File: src/rtl/ysyx_25030081_lsu_pkg.sv
// Shared LSU definitions: mem_op field layout, access-size decode and FSM state encoding.
package ysyx_25030081_lsu_pkg;

  localparam int MEM_OP_W        = 3;
  localparam int MEM_OP_UNS_BIT  = 2;
  localparam int MEM_OP_WORD_BIT = 1;
  localparam int MEM_OP_HALF_BIT = 0;

  localparam logic [MEM_OP_W-1:0] MEM_OP_LB  = 3'b000;
  localparam logic [MEM_OP_W-1:0] MEM_OP_LH  = 3'b001;
  localparam logic [MEM_OP_W-1:0] MEM_OP_LW  = 3'b010;
  localparam logic [MEM_OP_W-1:0] MEM_OP_LBU = 3'b100;
  localparam logic [MEM_OP_W-1:0] MEM_OP_LHU = 3'b101;

  typedef enum logic [1:0] {
    LSU_IDLE = 2'd0,
    LSU_REQ  = 2'd1,
    LSU_WAIT = 2'd2,
    LSU_DONE = 2'd3
  } lsu_state_e;

  typedef enum logic [1:0] {
    SZ_BYTE = 2'd0,
    SZ_HALF = 2'd1,
    SZ_WORD = 2'd2
  } mem_size_e;

  // The word bit dominates, so the unused codes 011 and 11x decode as word.
  function automatic mem_size_e op_size(input logic [MEM_OP_W-1:0] op);
    mem_size_e sz;
    if (op[MEM_OP_WORD_BIT])      sz = SZ_WORD;
    else if (op[MEM_OP_HALF_BIT]) sz = SZ_HALF;
    else                          sz = SZ_BYTE;
    return sz;
  endfunction

endpackage

File: src/rtl/ysyx_25030081_lsu_align.sv
// Combinational lane logic: store strobes/data/misalign from the live request,
// load extraction and extension from the captured op and offset.
module ysyx_25030081_lsu_align
  import ysyx_25030081_lsu_pkg::*;
(
  input  logic [MEM_OP_W-1:0] st_op_i,
  input  logic [1:0]          st_off_i,
  input  logic [31:0]         st_wdata_i,
  output logic [3:0]          st_wstrb_o,
  output logic [31:0]         st_wdata_o,
  output logic                st_misalign_o,
  input  logic [MEM_OP_W-1:0] ld_op_i,
  input  logic [1:0]          ld_off_i,
  input  logic [31:0]         ld_rdata_i,
  output logic [31:0]         ld_data_o
);

  mem_size_e   st_size;
  mem_size_e   ld_size;
  logic [31:0] ld_shifted;
  logic        ld_signed;

  always_comb begin
    st_size       = op_size(st_op_i);
    st_wstrb_o    = 4'b1111;
    st_wdata_o    = st_wdata_i;
    st_misalign_o = 1'b0;
    case (st_size)
      SZ_BYTE: begin
        st_wstrb_o = 4'b0001 << st_off_i;
        st_wdata_o = {4{st_wdata_i[7:0]}};
      end
      SZ_HALF: begin
        st_wstrb_o    = 4'b0011 << st_off_i;
        st_wdata_o    = {2{st_wdata_i[15:0]}};
        st_misalign_o = st_off_i[0];
      end
      default: begin
        st_wstrb_o    = 4'b1111;
        st_wdata_o    = st_wdata_i;
        st_misalign_o = |st_off_i;
      end
    endcase
  end

  always_comb begin
    ld_size    = op_size(ld_op_i);
    ld_shifted = ld_rdata_i >> {ld_off_i, 3'b000};
    ld_signed  = ~ld_op_i[MEM_OP_UNS_BIT];
    ld_data_o  = ld_shifted;
    case (ld_size)
      SZ_BYTE: ld_data_o = {{24{ld_signed & ld_shifted[7]}}, ld_shifted[7:0]};
      SZ_HALF: ld_data_o = {{16{ld_signed & ld_shifted[15]}}, ld_shifted[15:0]};
      default: ld_data_o = ld_shifted;
    endcase
  end

endmodule

File: src/rtl/ysyx_25030081_lsu.sv
// NPC load/store unit: one req/gnt/rvalid bus transaction per instruction,
// result held for writeback under a valid/ready handshake.
//
// state | meaning
// IDLE  | ready for a new instruction (in_ready = 1)
// REQ   | bus_req high, address/strobes/data held until bus_gnt
// WAIT  | granted, waiting for bus_rvalid
// DONE  | out_valid high, result held until out_ready
module ysyx_25030081_lsu
  import ysyx_25030081_lsu_pkg::*;
#(
  parameter int ADDR_W = 32
) (
  input  logic                clk,
  input  logic                rst_n,
  input  logic                in_valid,
  output logic                in_ready,
  input  logic                mem_ren,
  input  logic                mem_wen,
  input  logic [MEM_OP_W-1:0] mem_op,
  input  logic [ADDR_W-1:0]   addr,
  input  logic [31:0]         wdata,
  output logic                out_valid,
  input  logic                out_ready,
  output logic [31:0]         out_rdata,
  output logic                out_misalign,
  output logic                bus_req,
  output logic                bus_we,
  output logic [ADDR_W-1:0]   bus_addr,
  output logic [3:0]          bus_wstrb,
  output logic [31:0]         bus_wdata,
  input  logic                bus_gnt,
  input  logic                bus_rvalid,
  input  logic [31:0]         bus_rdata
);

  lsu_state_e          state_q, state_d;
  logic [MEM_OP_W-1:0] op_q, op_d;
  logic [1:0]          off_q, off_d;
  logic                we_q, we_d;
  logic [ADDR_W-1:0]   addr_q, addr_d;
  logic [3:0]          wstrb_q, wstrb_d;
  logic [31:0]         wdata_q, wdata_d;
  logic [31:0]         rdata_q, rdata_d;
  logic                misalign_q, misalign_d;

  logic [3:0]  st_wstrb;
  logic [31:0] st_wdata;
  logic        st_misalign;
  logic [31:0] ld_data;

  ysyx_25030081_lsu_align u_align (
    .st_op_i       (mem_op),
    .st_off_i      (addr[1:0]),
    .st_wdata_i    (wdata),
    .st_wstrb_o    (st_wstrb),
    .st_wdata_o    (st_wdata),
    .st_misalign_o (st_misalign),
    .ld_op_i       (op_q),
    .ld_off_i      (off_q),
    .ld_rdata_i    (bus_rdata),
    .ld_data_o     (ld_data)
  );

  always_ff @(posedge clk or negedge rst_n) begin
    if (!rst_n) begin
      state_q    <= LSU_IDLE;
      op_q       <= '0;
      off_q      <= '0;
      we_q       <= 1'b0;
      addr_q     <= '0;
      wstrb_q    <= '0;
      wdata_q    <= '0;
      rdata_q    <= '0;
      misalign_q <= 1'b0;
    end else begin
      state_q    <= state_d;
      op_q       <= op_d;
      off_q      <= off_d;
      we_q       <= we_d;
      addr_q     <= addr_d;
      wstrb_q    <= wstrb_d;
      wdata_q    <= wdata_d;
      rdata_q    <= rdata_d;
      misalign_q <= misalign_d;
    end
  end

  always_comb begin
    state_d    = state_q;
    op_d       = op_q;
    off_d      = off_q;
    we_d       = we_q;
    addr_d     = addr_q;
    wstrb_d    = wstrb_q;
    wdata_d    = wdata_q;
    rdata_d    = rdata_q;
    misalign_d = misalign_q;
    unique case (state_q)
      LSU_IDLE: begin
        if (in_valid) begin
          op_d       = mem_op;
          off_d      = addr[1:0];
          // ren & wen together is treated as a store
          we_d       = mem_wen;
          rdata_d    = '0;
          misalign_d = 1'b0;
          if (!(mem_ren || mem_wen)) begin
            state_d = LSU_DONE;
          end else if (st_misalign) begin
            misalign_d = 1'b1;
            state_d    = LSU_DONE;
          end else begin
            addr_d  = {addr[ADDR_W-1:2], 2'b00};
            wstrb_d = mem_wen ? st_wstrb : 4'b0000;
            wdata_d = mem_wen ? st_wdata : 32'h0;
            state_d = LSU_REQ;
          end
        end
      end
      LSU_REQ: begin
        if (bus_gnt) begin
          if (bus_rvalid) begin
            rdata_d = we_q ? 32'h0 : ld_data;
            state_d = LSU_DONE;
          end else begin
            state_d = LSU_WAIT;
          end
        end
      end
      LSU_WAIT: begin
        if (bus_rvalid) begin
          rdata_d = we_q ? 32'h0 : ld_data;
          state_d = LSU_DONE;
        end
      end
      LSU_DONE: begin
        if (out_ready) state_d = LSU_IDLE;
      end
      default: state_d = LSU_IDLE;
    endcase
  end

  assign in_ready     = (state_q == LSU_IDLE);
  assign out_valid    = (state_q == LSU_DONE);
  assign out_rdata    = rdata_q;
  assign out_misalign = misalign_q;
  assign bus_req      = (state_q == LSU_REQ);
  assign bus_we       = we_q & (state_q != LSU_IDLE);
  assign bus_addr     = addr_q;
  assign bus_wstrb    = wstrb_q;
  assign bus_wdata    = wdata_q;

endmodule

File: config.mk
export PLATFORM = sky130hd
export DESIGN_NAME = ysyx_25030081_lsu
export DESIGN_NICKNAME = d
export VERILOG_FILES = /design/src/rtl/ysyx_25030081_lsu_pkg.sv /design/src/rtl/ysyx_25030081_lsu_align.sv /design/src/rtl/ysyx_25030081_lsu.sv
export SDC_FILE = /design/constraint.sdc
export NUM_CORES = 1
export LEC_CHECK = 0
export BUFFER_PORTS_ARGS = -buffer_cell sky130_fd_sc_hd__buf_2
export CORE_MARGIN = 10
export CORE_UTILIZATION = 30
export DETAILED_ROUTE_END_ITERATION = 10
export GPL_TIMING_DRIVEN = 1
export PLACE_DENSITY = 0.62
export SLEW_MARGIN = 30
export SYNTH_ARGS = -nofsm -noshare
export SYNTH_HDL_FRONTEND = slang
export SYNTH_SLANG_ARGS = --single-unit
File: constraint.sdc
create_clock -name clk -period 2.4 [get_ports clk]
set_input_delay 0.12 -clock clk [delete_from_list [all_inputs] [get_ports clk]]
set_output_delay 0.12 -clock clk [all_outputs]
set_load 0.05 [all_outputs]
==> summary.md <==
| Metric | Value |
|---|---|
| Hold violation total from the final report | 0 |
| Root Driver | sky130_fd_sc_hd__clkbuf_16 |
| Area of the mapped netlist | around 5100 µm² |
| Worst-case vdd ir drop | roughly 0.85 mV |
| Area of the core | about 17000 µm² |
| Buffers inserted during post-CTS setup optimization | 0 |
| Maximum fanout count along the critical path | 39 |
| Run status | finished clean |
| Boundary Pins | roughly 210 |
| Highest routing layer actually used | met4 |
| Number of buffers added by the clock tree synthesis step | 9 |
| Cells traversed along the worst timing path | inv_1 > ha_1 > and2_1 > o221ai_4 > buf_12 > a22o_1 |
| Synth cell types | between 40 and 50 |
| Number of flip-flops and latches in the synthesized netlist | ~110 |
| Full die area | roughly 23000 µm² |
| Most used DFF post-synth | sky130_fd_sc_hd__dfrtp_1 |
| # hold bufs at CTS | 32 |
| Total wire length after detailed routing | 17500 µm |
| CTS clk-pin slew, worst paths | 0.08 ns |
| Total via count after detailed routing | between 4000 and 5000 |
| Power share of the clock group | 13.9% |
| Proportion of total power due to net switching | around 53% |
| Minimum period implied by the final worst setup slack | 2.12 ns |
| Detailed Place HPWL | 13000 µm |
| WL met1 | roughly 7300 µm |
| Leading post-synthesis cells by cell area | sky130_fd_sc_hd__dfrtp_1 53%, sky130_fd_sc_hd__nand2_1 11%, sky130_fd_sc_hd__mux2i_1 6.3% |
| End-of-flow core utilization | approximately 42% |
| GRT Resource Usage Total | 15.2% |
| Number of levels in the clock H-tree | 3 |
| Internal power | about 5 mW |
| Number of cells in the design after placement | slightly above 900 |
| Number of endpoints failing setup at the final stage | 0 |
| Number of iterations in the first detailed-routing pass | 5 |
| Maximum clock rate | 472 MHz |
| Critical Path AT | 2.36 ns |
| Starting density of the core | 30.6% |
| Leak Pwr | approximately 3.7 nW |
| Final Skew | ~0.0079 ns |
| Part of the Yosys area used for sequential elements | a little over half |
| Required time reported for the critical path endpoint | between 2 and 3 ns |
| Final number of max-transition violations | 0 |
| # port buffers | ~210 |
| Area grow syn2layout | 38.3% |
| Pin count of the biggest net entering global routing | 55 |
| Final estimated routing congestion in global placement | 0.849 |
| Remaining number of nets flagged by the antenna check after routing | 0 |
| Crit Path Category | reg2reg |
| Max-cap viol count | 0 |
| Combined buffer and inverter count along the critical path | 2 |
| Fin nets | approximately 850 |
| Dominant cell type by area after synthesis | sky130_fd_sc_hd__dfrtp_1 |
| Worst stage delay on the critical path | roughly 0.42 ns |
| Final cell area excluding filler cells | 7020 µm² |
| Worst hold slack across all endpoints | about 0.043 ns |
| Total of fill cells in the finished design | 1651 |
| Final worst path period share | ~88% |
| Count of routing violations after the opening detailed-route iteration | 207 |
| DR vias/cell | between 4 and 5 |
| Placed Area | 6410 µm² |
| Global-route wire length before repair | 27100 µm |
| Non-filler cells in the finished layout | 962 |
| Net switching power | around 5.6 mW |
| Syn avg cell area | roughly 10 µm² |
| Number of DRC violations after detailed routing | 0 |
| Number of instances in the synthesized netlist | 500 |
| Combinational share of power | roughly 57% |
| Met2 WL post-DR | 8110 µm |
| Top library cells by usage in the layout, fill and taps aside | 208 x sky130_fd_sc_hd__buf_2, 151 x sky130_fd_sc_hd__nand2_1, 107 x sky130_fd_sc_hd__dfrtp_1, 35 x sky130_fd_sc_hd__o21ai_0 |
| Power share of the sequential group | about 30% |
| Most common library cell in the layout ignoring fill and taps | sky130_fd_sc_hd__buf_2 |
| Number of buffers on the longest clock path | 2 |
| Height of the chip | around 150 µm |
| Insertion delay of the later-clocked pin in the worst-skew pair | 0.35 ns |
| Async SR Flop Fraction | 100% |
| Summed negative setup slack over all endpoints | 0 ns |
| Family with the most delay on the worst path | compound AO/OA/AOI/OAI gates |
| Initial antenna violation count | 0 |
| Pwr/cell area | between 1000 and 1500 nW/µm² |
| Count of flip-flops with a built-in enable after synthesis | 0 |
| Die X-Extent | between 150 and 200 µm |
| Crit path launch type | flop |
| Clock tree from TritonCTS | built |
| GRT Residual Overflow | 0 |
| Worst Setup End Kind | flop |
| Fraction of final layout cells with drive strength greater than 1 | 39.0% |
| Total clock sinks | ~110 |
| Sum of met3 wire segment lengths after detailed routing | between 1500 and 2000 µm |
| Number of standard-cell rows in the floorplan | 47 |
| Slew @ Worst Pin | between 0.7 and 0.8 ns |
| Hold Path Class | in2reg |
| Slew HR | ~51% |
| CTS resizes | 0 |
| Slowest stage cell on the critical path | sky130_fd_sc_hd__dfrtp_1 |
| Number of global-route vias before repair | between 4000 and 5000 |
| Yosys warning total | 0 |
| Portion of synthesized cell area occupied by the leading cell type | approximately 53% |
| RSZ-0062 raised after global routing | no |
| Drt wl/cell | roughly 18 µm |
==> cell type report <==
type	count	area, µm²	area share (%)
flip-flops and latches	107	2680	38.1
multi-input cells	354	2240	31.8
repair buffers	258	1520	21.7
well taps	220	275	3.92
clock buffers	11	253	3.60
clock inverters	5	36.3	0.517
inverters	6	22.5	0.321
diodes	1	2.50	0.0356
==> synthesized netlist by cell type, types with 2 or more instances <==
| cell type | instances |
|---|---|
| sky130_fd_sc_hd__a22o_1 | 8 |
| sky130_fd_sc_hd__buf_4 | 3 |
| sky130_fd_sc_hd__o21ai_0 | 35 |
| sky130_fd_sc_hd__ha_1 | 6 |
| sky130_fd_sc_hd__buf_6 | 3 |
| sky130_fd_sc_hd__a21oi_1 | 13 |
| sky130_fd_sc_hd__mux2_2 | 19 |
| sky130_fd_sc_hd__nand2b_1 | 4 |
| sky130_fd_sc_hd__nor2_1 | 14 |
| sky130_fd_sc_hd__mux2i_1 | 32 |
| sky130_fd_sc_hd__buf_1 | 8 |
| sky130_fd_sc_hd__buf_2 | 3 |
| sky130_fd_sc_hd__or2_2 | 2 |
| sky130_fd_sc_hd__nand3_1 | 9 |
| sky130_fd_sc_hd__dfrtp_1 | 107 |
| sky130_fd_sc_hd__o31ai_1 | 8 |
| sky130_fd_sc_hd__a221oi_1 | 7 |
| sky130_fd_sc_hd__inv_1 | 5 |
| sky130_fd_sc_hd__nand2_1 | 151 |
| sky130_fd_sc_hd__a221o_2 | 16 |
| sky130_fd_sc_hd__nor2b_1 | 3 |
| sky130_fd_sc_hd__clkbuf_1 | 17 |
==> power by group through the flow <==
stage | clock, mW | combinational (mW) | sequential (mW)
finish | 1.46 | 5.94 | 3.09
global route | 1.59 | 6.32 | 3.20
CTS | 1.51 | 6.00 | 3.09
detailed placement | 0 | 5.96 | 3.11
global placement | 0 | 5.90 | 3.11
floorplan | 0 | 1.89 | 5.60
==> metrics by stage <==
stage               total power [mW]  setup slack [ns]
floorplan                       7.49             0.109
global placement                9.01             0.395
detailed placement              9.06             0.292
CTS                             10.6             0.285
global route                    11.1            0.0723
finish                          10.5             0.279
==> state kept, by name (all words and copies together), names as in the netlist <==
signal        cells
bus_addr         30
bus_wdata        32
bus_wstrb         4
off_q             2
op_q              3
out_misalign      1
out_rdata        32
state_q           2
we_q              1
==> worst reg2reg max path, cell delays in order (launching register included) <==
cell	delay [ns]
sky130_fd_sc_hd__dfrtp_1	0.42
sky130_fd_sc_hd__inv_1	0.16
sky130_fd_sc_hd__ha_1	0.24
sky130_fd_sc_hd__and2_1	0.33
sky130_fd_sc_hd__o221ai_4	0.32
sky130_fd_sc_hd__buf_12	0.29
sky130_fd_sc_hd__a22o_1	0.25
==> cell families (layout without fill, tap and decap cells) <==
kind of cell	after synthesis	count (layout)	share of synthesized area, %
adder cells (fa/ha/maj)	6	6	1.48
other	1	3	0.0738
flip-flops	107	107	52.7
AND/OR/NAND/NOR	193	193	16.0
multiplexers	52	52	11.0
buffers and inverters	40	280	3.69
AO/OA/AOI/OAI	101	101	15.0
==> final timing paths <==
path	start	endpoint	slack, ns	depth (start not counted)
max reg2reg	state_q[0]	bus_wdata[2]	0.28	6
max	state_q[0]	bus_wdata[2]	0.28	6
min reg2reg	bus_addr[9]	bus_addr[9]	0.47	2
min in group asynchronous	rst_n	out_rdata[0]	0.36	2
min	wdata[5]	bus_wdata[5]	0.04	2
max in group asynchronous	rst_n	bus_wdata[15]	1.35	3
==> routing by layer <==
layer,vias to the layer above,GRT usage (%)
met5,-,0
met4,0,5.54
met3,24,5.70
met2,207,24.0
met1,2180,18.7
li1,2219,-
(Power assumes the default switching activity.)
